$ cat config.mk
export PLATFORM = sky130hd
export DESIGN_NAME = irq_ctrl
export DESIGN_NICKNAME = d
export VERILOG_FILES = /design/src/rtl/irq_ctrl_pkg.sv /design/src/rtl/irq_arb.sv /design/src/rtl/irq_ctrl.sv
export SDC_FILE = /design/constraint.sdc
export NUM_CORES = 1
export LEC_CHECK = 0
export ABC_CLOCK_PERIOD_IN_PS = 6350
export CAP_MARGIN = 25
export CORE_MARGIN = 10
export CORE_UTILIZATION = 40
export CTS_CLUSTER_SIZE = 20
export DETAILED_ROUTE_END_ITERATION = 8
export PLACE_DENSITY = 0.82
export SLEW_MARGIN = 10
export SYNTH_ARGS = -nofsm -noshare
export SYNTH_HDL_FRONTEND = slang
export SYNTH_SLANG_ARGS = --single-unit
export TNS_END_PERCENT = 50
$ cat constraint.sdc
create_clock -name clk_i -period 6.35 [get_ports clk_i]
set_input_delay 0.635 -clock clk_i [delete_from_list [all_inputs] [get_ports clk_i]]
set_output_delay 0.635 -clock clk_i [all_outputs]
set_load 0.005 [all_outputs]
$ cat src/rtl/irq_ctrl_pkg.sv
// Shared definitions for the interrupt/trap controller.
//   state_e        : controller FSM encoding
//   ECALL_CAUSE    : mcause value reported for an environment call
//   IRQ_CAUSE_OFF  : mcause / vector offset of interrupt source 0
//   MTVEC_*        : mtvec[1:0] mode encodings
//   idx_width()    : index width for a given source count (min 1 bit)
package irq_ctrl_pkg;

  typedef enum logic [1:0] {
    ST_IDLE    = 2'd0,
    ST_REQ     = 2'd1,
    ST_SERVICE = 2'd2
  } state_e;

  localparam int ECALL_CAUSE   = 11;
  localparam int IRQ_CAUSE_OFF = 16;

  localparam logic [1:0] MTVEC_DIRECT   = 2'd0;
  localparam logic [1:0] MTVEC_VECTORED = 2'd1;

  function automatic int idx_width(input int n);
    return (n > 1) ? $clog2(n) : 1;
  endfunction

endpackage

$ cat src/rtl/irq_arb.sv
// Interrupt arbiter: picks one source out of the masked pending vector.
//   req_i   : pending & enable vector
//   ptr_i   : index granted last (round-robin start point is ptr_i+1)
//   grant_o : one-hot grant
//   idx_o   : binary index of the granted source
//   valid_o : at least one request present
module irq_arb
  import irq_ctrl_pkg::*;
#(
  parameter int NUM_SRC = 8,
  parameter bit RR_EN   = 1'b0,
  parameter int IW      = idx_width(NUM_SRC)
) (
  input  logic [NUM_SRC-1:0] req_i,
  input  logic [IW-1:0]      ptr_i,
  output logic [NUM_SRC-1:0] grant_o,
  output logic [IW-1:0]      idx_o,
  output logic               valid_o
);

  // Each request gets a distance from the search start; the smallest wins.
  // Fixed mode: distance is the index itself, so the lowest index wins.
  always_comb begin
    int best_d;
    int best_i;
    int d;
    best_d  = NUM_SRC;
    best_i  = 0;
    d       = 0;
    grant_o = '0;
    for (int i = 0; i < NUM_SRC; i++) begin
      if (RR_EN) begin
        d = i - int'(ptr_i) - 1;
        if (d < 0) d = d + NUM_SRC;
      end else begin
        d = i;
      end
      if (req_i[i] && (d < best_d)) begin
        best_d = d;
        best_i = i;
      end
    end
    valid_o = |req_i;
    idx_o   = IW'(best_i);
    for (int i = 0; i < NUM_SRC; i++) begin
      grant_o[i] = valid_o && (best_i == i);
    end
  end

endmodule

$ cat src/rtl/irq_ctrl.sv
// Machine-mode trap/interrupt controller: collects interrupt lines, arbitrates,
// and raises trap requests (exceptions, ECALL, interrupts) and MRET redirects.
//   clk_i, rst_i (async, active low)
//   irq_i          : raw interrupt lines (registered once here)
//   exception_i    : exception cause, nonzero = exception this cycle
//   ecall_i/mret_i : decoded strobes
//   mstatus_mie_i, mie_i, mtvec_i, mepc_i : CSR values
//   trap_ack_i     : pipeline took the redirect
//   trap_req_o, trap_addr_o, trap_cause_o, redirect_o, pending_o
//
// state      | meaning
// ST_IDLE    | running; exceptions, ECALL, interrupts and MRET accepted
// ST_REQ     | trap presented, address/cause frozen until trap_ack_i
// ST_SERVICE | in handler; interrupts masked, MRET returns to IDLE
module irq_ctrl
  import irq_ctrl_pkg::*;
#(
  parameter int                 NUM_SRC    = 8,
  parameter int                 ADDR_WIDTH = 32,
  parameter logic [NUM_SRC-1:0] EDGE_MASK  = '0,
  parameter bit                 RR_EN      = 1'b0
) (
  input  logic                  clk_i,
  input  logic                  rst_i,
  input  logic [NUM_SRC-1:0]    irq_i,
  input  logic [ADDR_WIDTH-1:0] exception_i,
  input  logic                  ecall_i,
  input  logic                  mret_i,
  input  logic                  mstatus_mie_i,
  input  logic [NUM_SRC-1:0]    mie_i,
  input  logic [ADDR_WIDTH-1:0] mtvec_i,
  input  logic [ADDR_WIDTH-1:0] mepc_i,
  input  logic                  trap_ack_i,
  output logic                  trap_req_o,
  output logic [ADDR_WIDTH-1:0] trap_addr_o,
  output logic [ADDR_WIDTH-1:0] trap_cause_o,
  output logic                  redirect_o,
  output logic [NUM_SRC-1:0]    pending_o
);

  localparam int AW = ADDR_WIDTH;
  localparam int IW = idx_width(NUM_SRC);

  state_e             state_q, state_d;
  logic [NUM_SRC-1:0] irq_q, irq_prev_q, edge_pend_q, edge_pend_d;
  logic [NUM_SRC-1:0] rise, pending_vec, ack_clr;
  logic [NUM_SRC-1:0] arb_grant, grant_q, grant_d;
  logic [IW-1:0]      arb_idx, idx_q, idx_d, ptr_q, ptr_d;
  logic               arb_valid;
  logic [AW-1:0]      addr_q, addr_d, cause_q, cause_d;
  logic [AW-1:0]      mtvec_base, irq_addr, irq_cause;
  logic               is_irq_q, is_irq_d, redirect_q, redirect_d;

  // Edge sources: a fresh registered rise counts as pending in the same cycle
  // so edge and level sources see the same request latency.
  assign rise        = irq_q & ~irq_prev_q;
  assign pending_vec = (EDGE_MASK & (edge_pend_q | rise)) | (~EDGE_MASK & irq_q);
  assign ack_clr     = (state_q == ST_REQ && trap_ack_i && is_irq_q) ? grant_q : '0;
  // A new edge in the ack cycle keeps the bit set.
  assign edge_pend_d = ((edge_pend_q & ~ack_clr) | rise) & EDGE_MASK;

  irq_arb #(
    .NUM_SRC (NUM_SRC),
    .RR_EN   (RR_EN),
    .IW      (IW)
  ) u_arb (
    .req_i   (pending_vec & mie_i),
    .ptr_i   (ptr_q),
    .grant_o (arb_grant),
    .idx_o   (arb_idx),
    .valid_o (arb_valid)
  );

  assign mtvec_base = {mtvec_i[AW-1:2], 2'b00};
  assign irq_cause  = {1'b1, (AW-1)'(IRQ_CAUSE_OFF + int'(arb_idx))};

  // Reserved modes 2/3 fall back to direct.
  always_comb begin
    case (mtvec_i[1:0])
      MTVEC_DIRECT:   irq_addr = mtvec_base;
      MTVEC_VECTORED: irq_addr = mtvec_base + AW'((IRQ_CAUSE_OFF + int'(arb_idx)) * 4);
      default:        irq_addr = mtvec_base;
    endcase
  end

  always_comb begin
    state_d    = state_q;
    addr_d     = addr_q;
    cause_d    = cause_q;
    grant_d    = grant_q;
    idx_d      = idx_q;
    is_irq_d   = is_irq_q;
    ptr_d      = ptr_q;
    redirect_d = 1'b0;
    case (state_q)
      ST_REQ: begin
        if (trap_ack_i) begin
          state_d = ST_SERVICE;
          if (is_irq_q) ptr_d = idx_q;
        end
      end
      ST_IDLE, ST_SERVICE: begin
        if ((exception_i != '0) || ecall_i) begin
          state_d  = ST_REQ;
          addr_d   = mtvec_base;
          cause_d  = (exception_i != '0) ? exception_i : AW'(ECALL_CAUSE);
          is_irq_d = 1'b0;
          grant_d  = '0;
        end else if (mret_i) begin
          state_d    = ST_IDLE;
          redirect_d = 1'b1;
          addr_d     = mepc_i;
        end else if ((state_q == ST_IDLE) && mstatus_mie_i && arb_valid) begin
          state_d  = ST_REQ;
          addr_d   = irq_addr;
          cause_d  = irq_cause;
          is_irq_d = 1'b1;
          grant_d  = arb_grant;
          idx_d    = arb_idx;
        end
      end
      default: state_d = ST_IDLE;
    endcase
  end

  always_ff @(posedge clk_i or negedge rst_i) begin
    if (!rst_i) begin
      state_q     <= ST_IDLE;
      irq_q       <= '0;
      irq_prev_q  <= '0;
      edge_pend_q <= '0;
      ptr_q       <= IW'(NUM_SRC - 1);
      idx_q       <= '0;
      grant_q     <= '0;
      addr_q      <= '0;
      cause_q     <= '0;
      is_irq_q    <= 1'b0;
      redirect_q  <= 1'b0;
    end else begin
      state_q     <= state_d;
      irq_q       <= irq_i;
      irq_prev_q  <= irq_q;
      edge_pend_q <= edge_pend_d;
      ptr_q       <= ptr_d;
      idx_q       <= idx_d;
      grant_q     <= grant_d;
      addr_q      <= addr_d;
      cause_q     <= cause_d;
      is_irq_q    <= is_irq_d;
      redirect_q  <= redirect_d;
    end
  end

  assign trap_req_o   = (state_q == ST_REQ);
  assign trap_addr_o  = addr_q;
  assign trap_cause_o = cause_q;
  assign redirect_o   = redirect_q;
  assign pending_o    = pending_vec;

endmodule
== Yosys cells after proc, flatten, opt, wreduce, memory -nomap -nowiden ==
Index checks and enable logic that the tools add are counted.
Word-level totals
  register bits: 75
  output and inout bits: 74
Cells by class
  add/subtract/negate cells: 2
  order comparisons: 7
  equality and inequality tests: 6
  multiplexer cells: 30
  bitwise operators: 1
  reduce and logical (&&, ||, !) cells: 19
Operators by type and width (number)
  $mux W32: 14
  $lt A4 B32 Y1 const A: 4
  $lt A3 B32 Y1 const A: 2
  $add A32 B8 Y32: 1
  $lt A2 B32 Y1 const A: 1
  $reduce_bool A32 Y1: 1
  $mux W2: 6
  $mux W3: 4
  $logic_and A1 B1 Y1: 9
  $and A8 B8 Y8: 1
  $reduce_or A8 Y1: 1
  $add A5 B3 Y6 const A: 1
  $eq A2 B1 Y1 const B: 2
  $mux W1: 4
  $mux W4: 1
  $ne A4 B4 Y1 const B: 1
  $pmux W2 S2: 1
  $reduce_and A2 Y1: 2
  $reduce_and A3 Y1: 1
  $reduce_bool A3 Y1: 1
  $eq A2 B2 Y1 const B: 1
  $logic_not A2 Y1: 1
  $ne A2 B1 Y1 const B: 1
  $ne A2 B2 Y1 const B: 1
  other kinds (3): 3

== Logic depth before layout (Yosys ltp) ==
Gate-level depths: netlist of run 1.
  depth after elaboration: 29
  depth in mapped cells: 13
  mapped depth without buffers: 13

== Cells and area by module ==
From an unflattened synthesis of run 1, not the netlist that was laid out.
Unflattened totals
  cells, all modules: 456
  area, all modules: 4535.6 µm²
By module, submodules not included
  irq_ctrl: times used 1, cells an instance 433, area each 4393.0 µm²
  irq_arb: times used 1, cells an instance 23, area each 142.6 µm²

== Least setup slack after synthesis of run 1 ==
Ideal clock, no wire load.
  kind: input-to-reg
  start: input port mie_i[4]
  end: register addr_q[22] (netlist: trap_addr_o[22])
  arrival: 3.234 ns
  data required time: 6.255 ns
  path slack: 3.021 ns
  stages: 13
  buffers on the path: 0
  cell sequence: a22oi_1 > and4_1 > a32oi_1 > a31oi_1 > ha_1 > inv_1 > fa_1 > nor2b_1 > o221ai_1 > nor4_2 > a21o_1 > a21oi_1 > o31ai_1
Between the ends
  longest elaborated chain between the ends: 18
  elaborated cells on any way between the ends: 25
  classes of those cells: add/sub (2); order compare (3); mux (11); bitwise (1); reduce/logical (8)
RTL lines
  start: declaration: line irq_ctrl.sv:30  | input logic [NUM_SRC-1:0] mie_i,
  $and A8 B8 Y8 (*): line irq_ctrl.sv:67  | .req_i (pending_vec & mie_i),
  $logic_and A1 B1 Y1: line irq_arb.sv:38  | if (req_i[i] && (d < best_d)) begin
  $mux W32: line irq_arb.sv:38
  $lt A4 B32 Y1: line irq_arb.sv:38
  $logic_and A1 B1 Y1: line irq_arb.sv:38
  $mux W32: line irq_arb.sv:38
  $lt A4 B32 Y1: line irq_arb.sv:38
  $logic_and A1 B1 Y1: line irq_arb.sv:38
  [... 2 more ...]
  $logic_and A1 B1 Y1: line irq_arb.sv:38
  $mux W3: line irq_arb.sv:38
  $add A5 B3 Y6: line irq_ctrl.sv:81  | MTVEC_VECTORED: irq_addr = mtvec_base + AW'((IRQ_CAUSE_OFF + int'(arb_idx)) * 4);
  $add A32 B8 Y32: line irq_ctrl.sv:81
  $mux W32: line irq_ctrl.sv:79  | case (mtvec_i[1:0])
  $mux W32: line irq_ctrl.sv:113  | end else if ((state_q == ST_IDLE) && mstatus_mie_i && arb_valid) begin
  $mux W32: line irq_ctrl.sv:109  | end else if (mret_i) begin
  $mux W32: line irq_ctrl.sv:103  | if ((exception_i != '0) || ecall_i) begin
  end signal: assignment: line irq_ctrl.sv:147  | addr_q <= addr_d;
  end: declaration: line irq_ctrl.sv:50  | logic [AW-1:0] addr_q, addr_d, cause_q, cause_d;
Mark *: on every way between the ends. The rest lies on a longest branch, timed or not. The select of a mux whose other input is x is not followed.
A chain may end at the register's enable or synchronous reset.

== Worst setup path after layout of run 1 ==
  start: input port mie_i[4]
  end: register addr_q[14] (netlist: trap_addr_o[14])
Same word-level chain as after synthesis.

==> impl_metrics.csv, run 1 <==
group,metric,value,unit
run_status,status,"completed",
worst_hold_path,hold_path_class,"in2async",
die,die_y,123,µm
setup_path,cp.arrival,4320,ps
setup_path,cp_cell_sequence,"clkdlybuf4s50_1 -> a22oi_1 -> and4_1 -> a32oi_1 -> a31oi_1 -> ha_1 -> inv_1 -> fa_1 -> nor2b_1 -> o221ai_1 -> nor3_1 -> a32oi_1 -> o22ai_1 -> o21ai_1",
routing,viasPerCell,5.78,
clocking,numCtsBuffers,9,
setup_path,cp_common_cell,"a32oi_1",
setup_path,crit_path_end_kind,"flop",
power_and_ir_drop,p_leak,2.57,nW
placed_design,place_hpwl,12100,µm
logic_synthesis,ys.warnings.count,0,
logic_synthesis,dominantRegCellSynth,"dfrtp_1",
timing,rsz0062_at_grt,"false",
logic_synthesis,yosysTopAreaCellShare,44.1,%
layout,design_area,6460,µm²
routing,wirelength,16000,µm
logic_synthesis,synthCells,457,
clocking,cts_root_buffer,"clkbuf_8",
routing,first_pass_iters,5,
routing,drc_errors,0,
layout,fin_nets,757,
grt,grt_overflow,0,
timing,worst_pin_slew,785,ps
die,die_width,123,µm
placed_design,dp_cells,759,
clocking,path_clk_slew,80,ps
logic_synthesis,yosysTopAreaCell,"dfrtp_1",
logic_synthesis,yosysSeqAreaShare,44.1,%
grt,first_global_vias,4688,
clocking,cts_resized,0,
routing,vias,4485,
logic_synthesis,yosys-top-cells-area,"dfrtp_1, mux2_2, a21oi_1",
power_and_ir_drop,p_per_area,335,nW/µm²
setup_path,start_kind,"input port",
logic_synthesis,ys_ff_latch,75,
setup_path,crit_fanout,7,
timing,fin_setup_tns,0,ps
layout,diodes,0,
logic_synthesis,syn_nets,579,
logic_synthesis,synth_cell_type_count,54,
timing,setup_violations,0,
die,core_area,10300,µm²
logic_synthesis,yosysMostFrequentCell,"dfrtp_1",
setup_path,crit_buf_inv,2,
logic_synthesis,syn_area_per_cell,9.31,µm²
run,cap_violations,0,
routing,postRouteAntennaNets,0,
timing,finalCriticalPeriod,4100,ps
clocking,cts_setup_buffers,0,
clocking,insertion_delay,370,ps
setup_path,worstSetupPathType,"in2reg",
placed_design,io_buffers,191,
die,start_util,41.2,%
die,num_rows,37,
layout,area_delta_synth_final,51.8,%
routing,drt_iter0_drc,334,
clocking,cts_tree,"built",
grt,antenna_found_initial,0,
setup_path,slowest_delay,690,ps
logic_synthesis,synth_enable_flop_cells,0,
clocking,ctsHoldBuffers,0,
placed_design,finalWeightedCongestion,0.853,
logic_synthesis,synth_async_sr_flop_share,100,%
timing,timing.final.crit_share,64.5,%
timing,fin_worst_skew,13.3,ps
setup_path,worst_path_max_delay_cell,"nor3_1",
setup_path,path_delay_family,"compound AO/OA/AOI/OAI gates",
logic_synthesis,synthTopCellsByCount,"dfrtp_1, nand2_1, a21oi_1, mux2_2",
timing,holdWs,184,ps
clocking,clk_path_buf_depth,2,
timing,hold_viol,0,
layout,drive_above_1_share,9.84,%
layout,final_cells,776,
clocking,h-tree-depth,3,
setup_path,cp.required,6580,ps
grt,track_usage,20.8,%
grt,grt_pass1_wl,25000,µm
clocking,cts.sinks,75,
die,die_area,15200,µm²
layout,fill_cells,838,
timing,drv_slew,0,
grt,grt_start_max_net_pins,76,
placed_design,dpl_cell_area,6240,µm²
power_and_ir_drop,ir_drop,0.257,mV
routing,wl_per_cell,20.6,µm
die,ioPinCount,192,
timing,fmax,244,MHz
logic_synthesis,syn_area,4260,µm²
timing,max_slew_margin,47.3,%
power breakdown:
part | switching [mW] | internal [mW]
combinational | 0.394 | 0.604
sequential | 0.117 | 0.681
clock | 0.206 | 0.160
layout make-up:
class                   instances  area [µm²]  share of cell area [%]
clock buffers                  10         138                    2.13
clock inverters                 6        51.3                   0.794
inverters                      16        60.1                   0.930
multi-input cells             336        2190                    34.0
flip-flops and latches         75        1880                    29.1
well taps                     136         170                    2.63
repair buffers                197        1970                    30.5
worst paths after layout:
check                                start               to  slack [ps]  depth (start not counted)
min in group clk_i         trap_addr_o[15]  trap_addr_o[15]         480                          2
max in group asynchronous            rst_i  trap_addr_o[28]        5600                          2
setup reg to reg              pending_o[4]  trap_addr_o[14]        2520                         13
hold / removal                       rst_i     pending_o[0]         180                          1
hold reg to reg            trap_addr_o[15]  trap_addr_o[15]         480                          2
setup / recovery                  mie_i[4]  trap_addr_o[14]        2250                         14
per-stage QoR:
stage               setup slack (ps)  total power [mW]  utilization, %
floorplan                       3020              1.19               -
global placement                2090              1.78            60.5
detailed placement              1920              1.81            60.5
CTS                             2300              2.18            62.3
global route                    2000              2.30            62.6
finish                          2250              2.16            62.6
routing by layer:
metal  GRT usage, %  vias to the layer above  share of wire, %
met5              0                        -                 0
met4           5.82                        0               1.7
met3           11.4                       21                13
met2           33.9                      208                48
met1           23.1                     2184                38
li1               -                     2072                 -
flip-flops by register name, summed over array words and instances, names as in the netlist:
| signal | cells |
|---|---|
| trap_addr_o | 32 |
| trap_cause_o | 32 |
| pending_o | 8 |
| state_q | 2 |
| redirect_o | 1 |
placed cells by master (no fill, tap or decap), types with 13 or more instances in the layout:
master	Yosys	final
a21oi_1	41	41
clkdlybuf4s50_1	0	189
dfrtp_1	75	75
inv_1	16	16
mux2_2	28	28
nand2_1	49	49
nand4_1	13	13
nor2_1	20	20
o21ai_0	17	17
o31ai_1	17	17
worst register-to-register path, stage by stage (launching register included):
cell and delay [ps]:
dfrtp_1 420, a22oi_1 300, and4_1 290, a32oi_1 110, a31oi_1 240, ha_1 250, inv_1 60, fa_1 400
nor2b_1 200, o221ai_1 260, nor3_1 690, a32oi_1 210, o22ai_1 170, o21ai_1 70
cells by family after synthesis:
kind of cell,Yosys count,share of synthesized area (%)
flops,75,44.1
buf+inv,46,4.47
simple gates,153,19.1
xor+xnor,1,0.206
fa+ha+maj,4,1.35
mux,30,7.91
compound gates,148,22.9
No activity file was read; power rests on OpenSTA's default activity.
==> run 2: changes to the inputs <==
ABC_CLOCK_PERIOD_IN_PS = 3770   (was 6350)
clock period = 3.77 ns   (was 6.35 ns; I/O delays follow)
==> run 2 against run 1 <==
Net effect:
- die area unchanged
- register-to-register slack worse by 2200 ps
- critical endpoint is now trap_addr_o[22]
- via count up 0.71%
- clock-buffer cell count down 1
- critical path type unchanged
- sequential cell count unchanged
- first-iteration DRC count up 32%
- utilization up 1.1 points
- clock skew up 1.4 ps
- total power up 73%
- setup slack worse by 2000 ps
==> impl_metrics.csv, run 2 (same netlist as run 1, synthesis figures left out) <==
group,metric,value,unit
run_status,status,"completed",
routing,viasPerCell,5.75,
placed_design,place_hpwl,12400,µm
setup_path,cp.required,4030,ps
layout,utilization,63.7,%
setup_path,start_kind,"input port",
timing,setup_violations,0,
clocking,path_clk_slew,90,ps
setup_path,crit_path_end_kind,"flop",
timing,drv_slew,0,
grt,use_met1,23.0,%
timing,fin_worst_skew,14.7,ps
routing,drc_errors,0,
routing,wl_per_cell,20.9,µm
setup_path,r2r-start,"pending_o[4]",
timing,max_slew_margin,63.0,%
layout,design_area,6570,µm²
timing,finalCriticalPeriod,3480,ps
clocking,cts_setup_buffers,0,
grt,grt_start_max_net_pins,76,
power_and_ir_drop,finalPower,3.75,mW
setup_path,cp.arrival,3740,ps
placed_design,finalWeightedCongestion,0.875,
grt,use_met2,34.5,%
die,die_area,15200,µm²
grt,grt_overflow,0,
clocking,clk_path_buf_depth,2,
layout,fin_nets,767,
timing,timing.final.crit_share,92.3,%
layout,area_delta_synth_final,54.5,%
grt,first_global_vias,4817,
setup_path,worstSetupPathType,"in2reg",
power_and_ir_drop,p_leak,2.63,nW
routing,wirelength,16400,µm
clocking,insertion_delay,360,ps
clocking,cts_tree,"built",
die,num_rows,37,
routing,postRouteAntennaNets,0,
placed_design,io_buffers,191,
worst_hold_path,hold_path_class,"in2reg",
placed_design,dp_cells,768,
die,die_y,123,µm
routing,drt_iter0_drc,440,
power_and_ir_drop,p_per_area,570,nW/µm²
placed_design,dpl_cell_area,6320,µm²
layout,final_cell_mix,"clkdlybuf4s50_1, dfrtp_1, nand2_1",
grt,met3_usage,11.1,%
clocking,cts.sinks,75,
layout,layout_commonest_cell,"clkdlybuf4s50_1",
clocking,numCtsBuffers,9,
placed_design,dp_slack,-59.9,ps
timing,rsz0062_at_grt,"true",
timing,hold_viol,0,
die,start_util,41.2,%
clocking,h-tree-depth,3,
layout,fill_cells,832,
timing,holdWs,458,ps
run,cap_violations,0,
grt,top_usage_layer,"met2",
routing,first_pass_iters,4,
routing,vias,4517,
timing,fin_setup_tns,0,ps
die,die_width,123,µm
setup_path,crit_path_start,"mie_i[2]",
setup_path,rrSetupSlack,330,ps
setup_path,crit_fanout,6,
die,core_area,10300,µm²
clocking,cts_root_buffer,"clkbuf_8",
die,ioPinCount,192,
layout,diodes,0,
timing,worst_pin_slew,554,ps
timing,layout_setup_ws,291,ps
layout,drive_above_1_share,11.2,%
grt,grt_pass1_wl,25200,µm
grt,track_usage,21.0,%
grt,antenna_found_initial,0,
timing,fmax,287,MHz
worst_hold_path,hold_start,"irq_i[7]",
power_and_ir_drop,ir_drop,0.417,mV
layout,final_cells,786,
-- run 2: critical path, cell delays in order --
cell and delay [ps]:
clkdlybuf4s50_1 440, a22oi_1 250, and4_1 280, a32oi_1 110
a31oi_1 220, ha_1 230, inv_1 60, fa_1 410
nor2b_1 210, o221ai_1 260, nor4_2 280, buf_4 180
a21o_1 120, a21oi_1 60, o31ai_1 260
-- run 2: final timing paths --
path                                    endpoint  depth (start not counted)
worst max-delay path             trap_addr_o[22]                         15
worst max register to register   trap_addr_o[22]                         14
min in group asynchronous       trap_cause_o[19]                          2
max in group asynchronous       trap_cause_o[11]                          3
worst min-delay path                pending_o[7]                          1
worst min register to register   trap_addr_o[15]                          2
-- run 2: per-layer routing --
| layer | wire length [µm] | vias to the layer above |
|---|---|---|
| li1 | - | 2098 |
| met1 | 6010 | 2167 |
| met2 | 7710 | 227 |
| met3 | 2280 | 25 |
| met4 | 393 | 0 |
| met5 | 0 | - |
-- run 2: power breakdown --
group	switching [mW]	internal, mW
clock network	0.352	0.316
logic	0.678	1.05
registers	0.205	1.15
total	1.23	2.51
-- run 2: area by class of cell --
cell class,instances,area [µm²],area share [%]
Sequential cell,75,1880,28.5
Clock buffer,9,124,1.88
Inverter,16,60.1,0.914
Timing Repair Buffer,207,2060,31.3
Clock inverter,7,82.6,1.26
Tap cell,136,170,2.59
Multi-Input combinational cell,336,2200,33.5
-- run 2: what timing repair did --
| item | in CTS | in global routing |
|---|---|---|
| setup endpoints to repair | 0 | 2 |
| hold buffers | 0 | 1 |
| gates resized for setup | 0 | 1 |
| hold endpoints to repair | 0 | 25 |
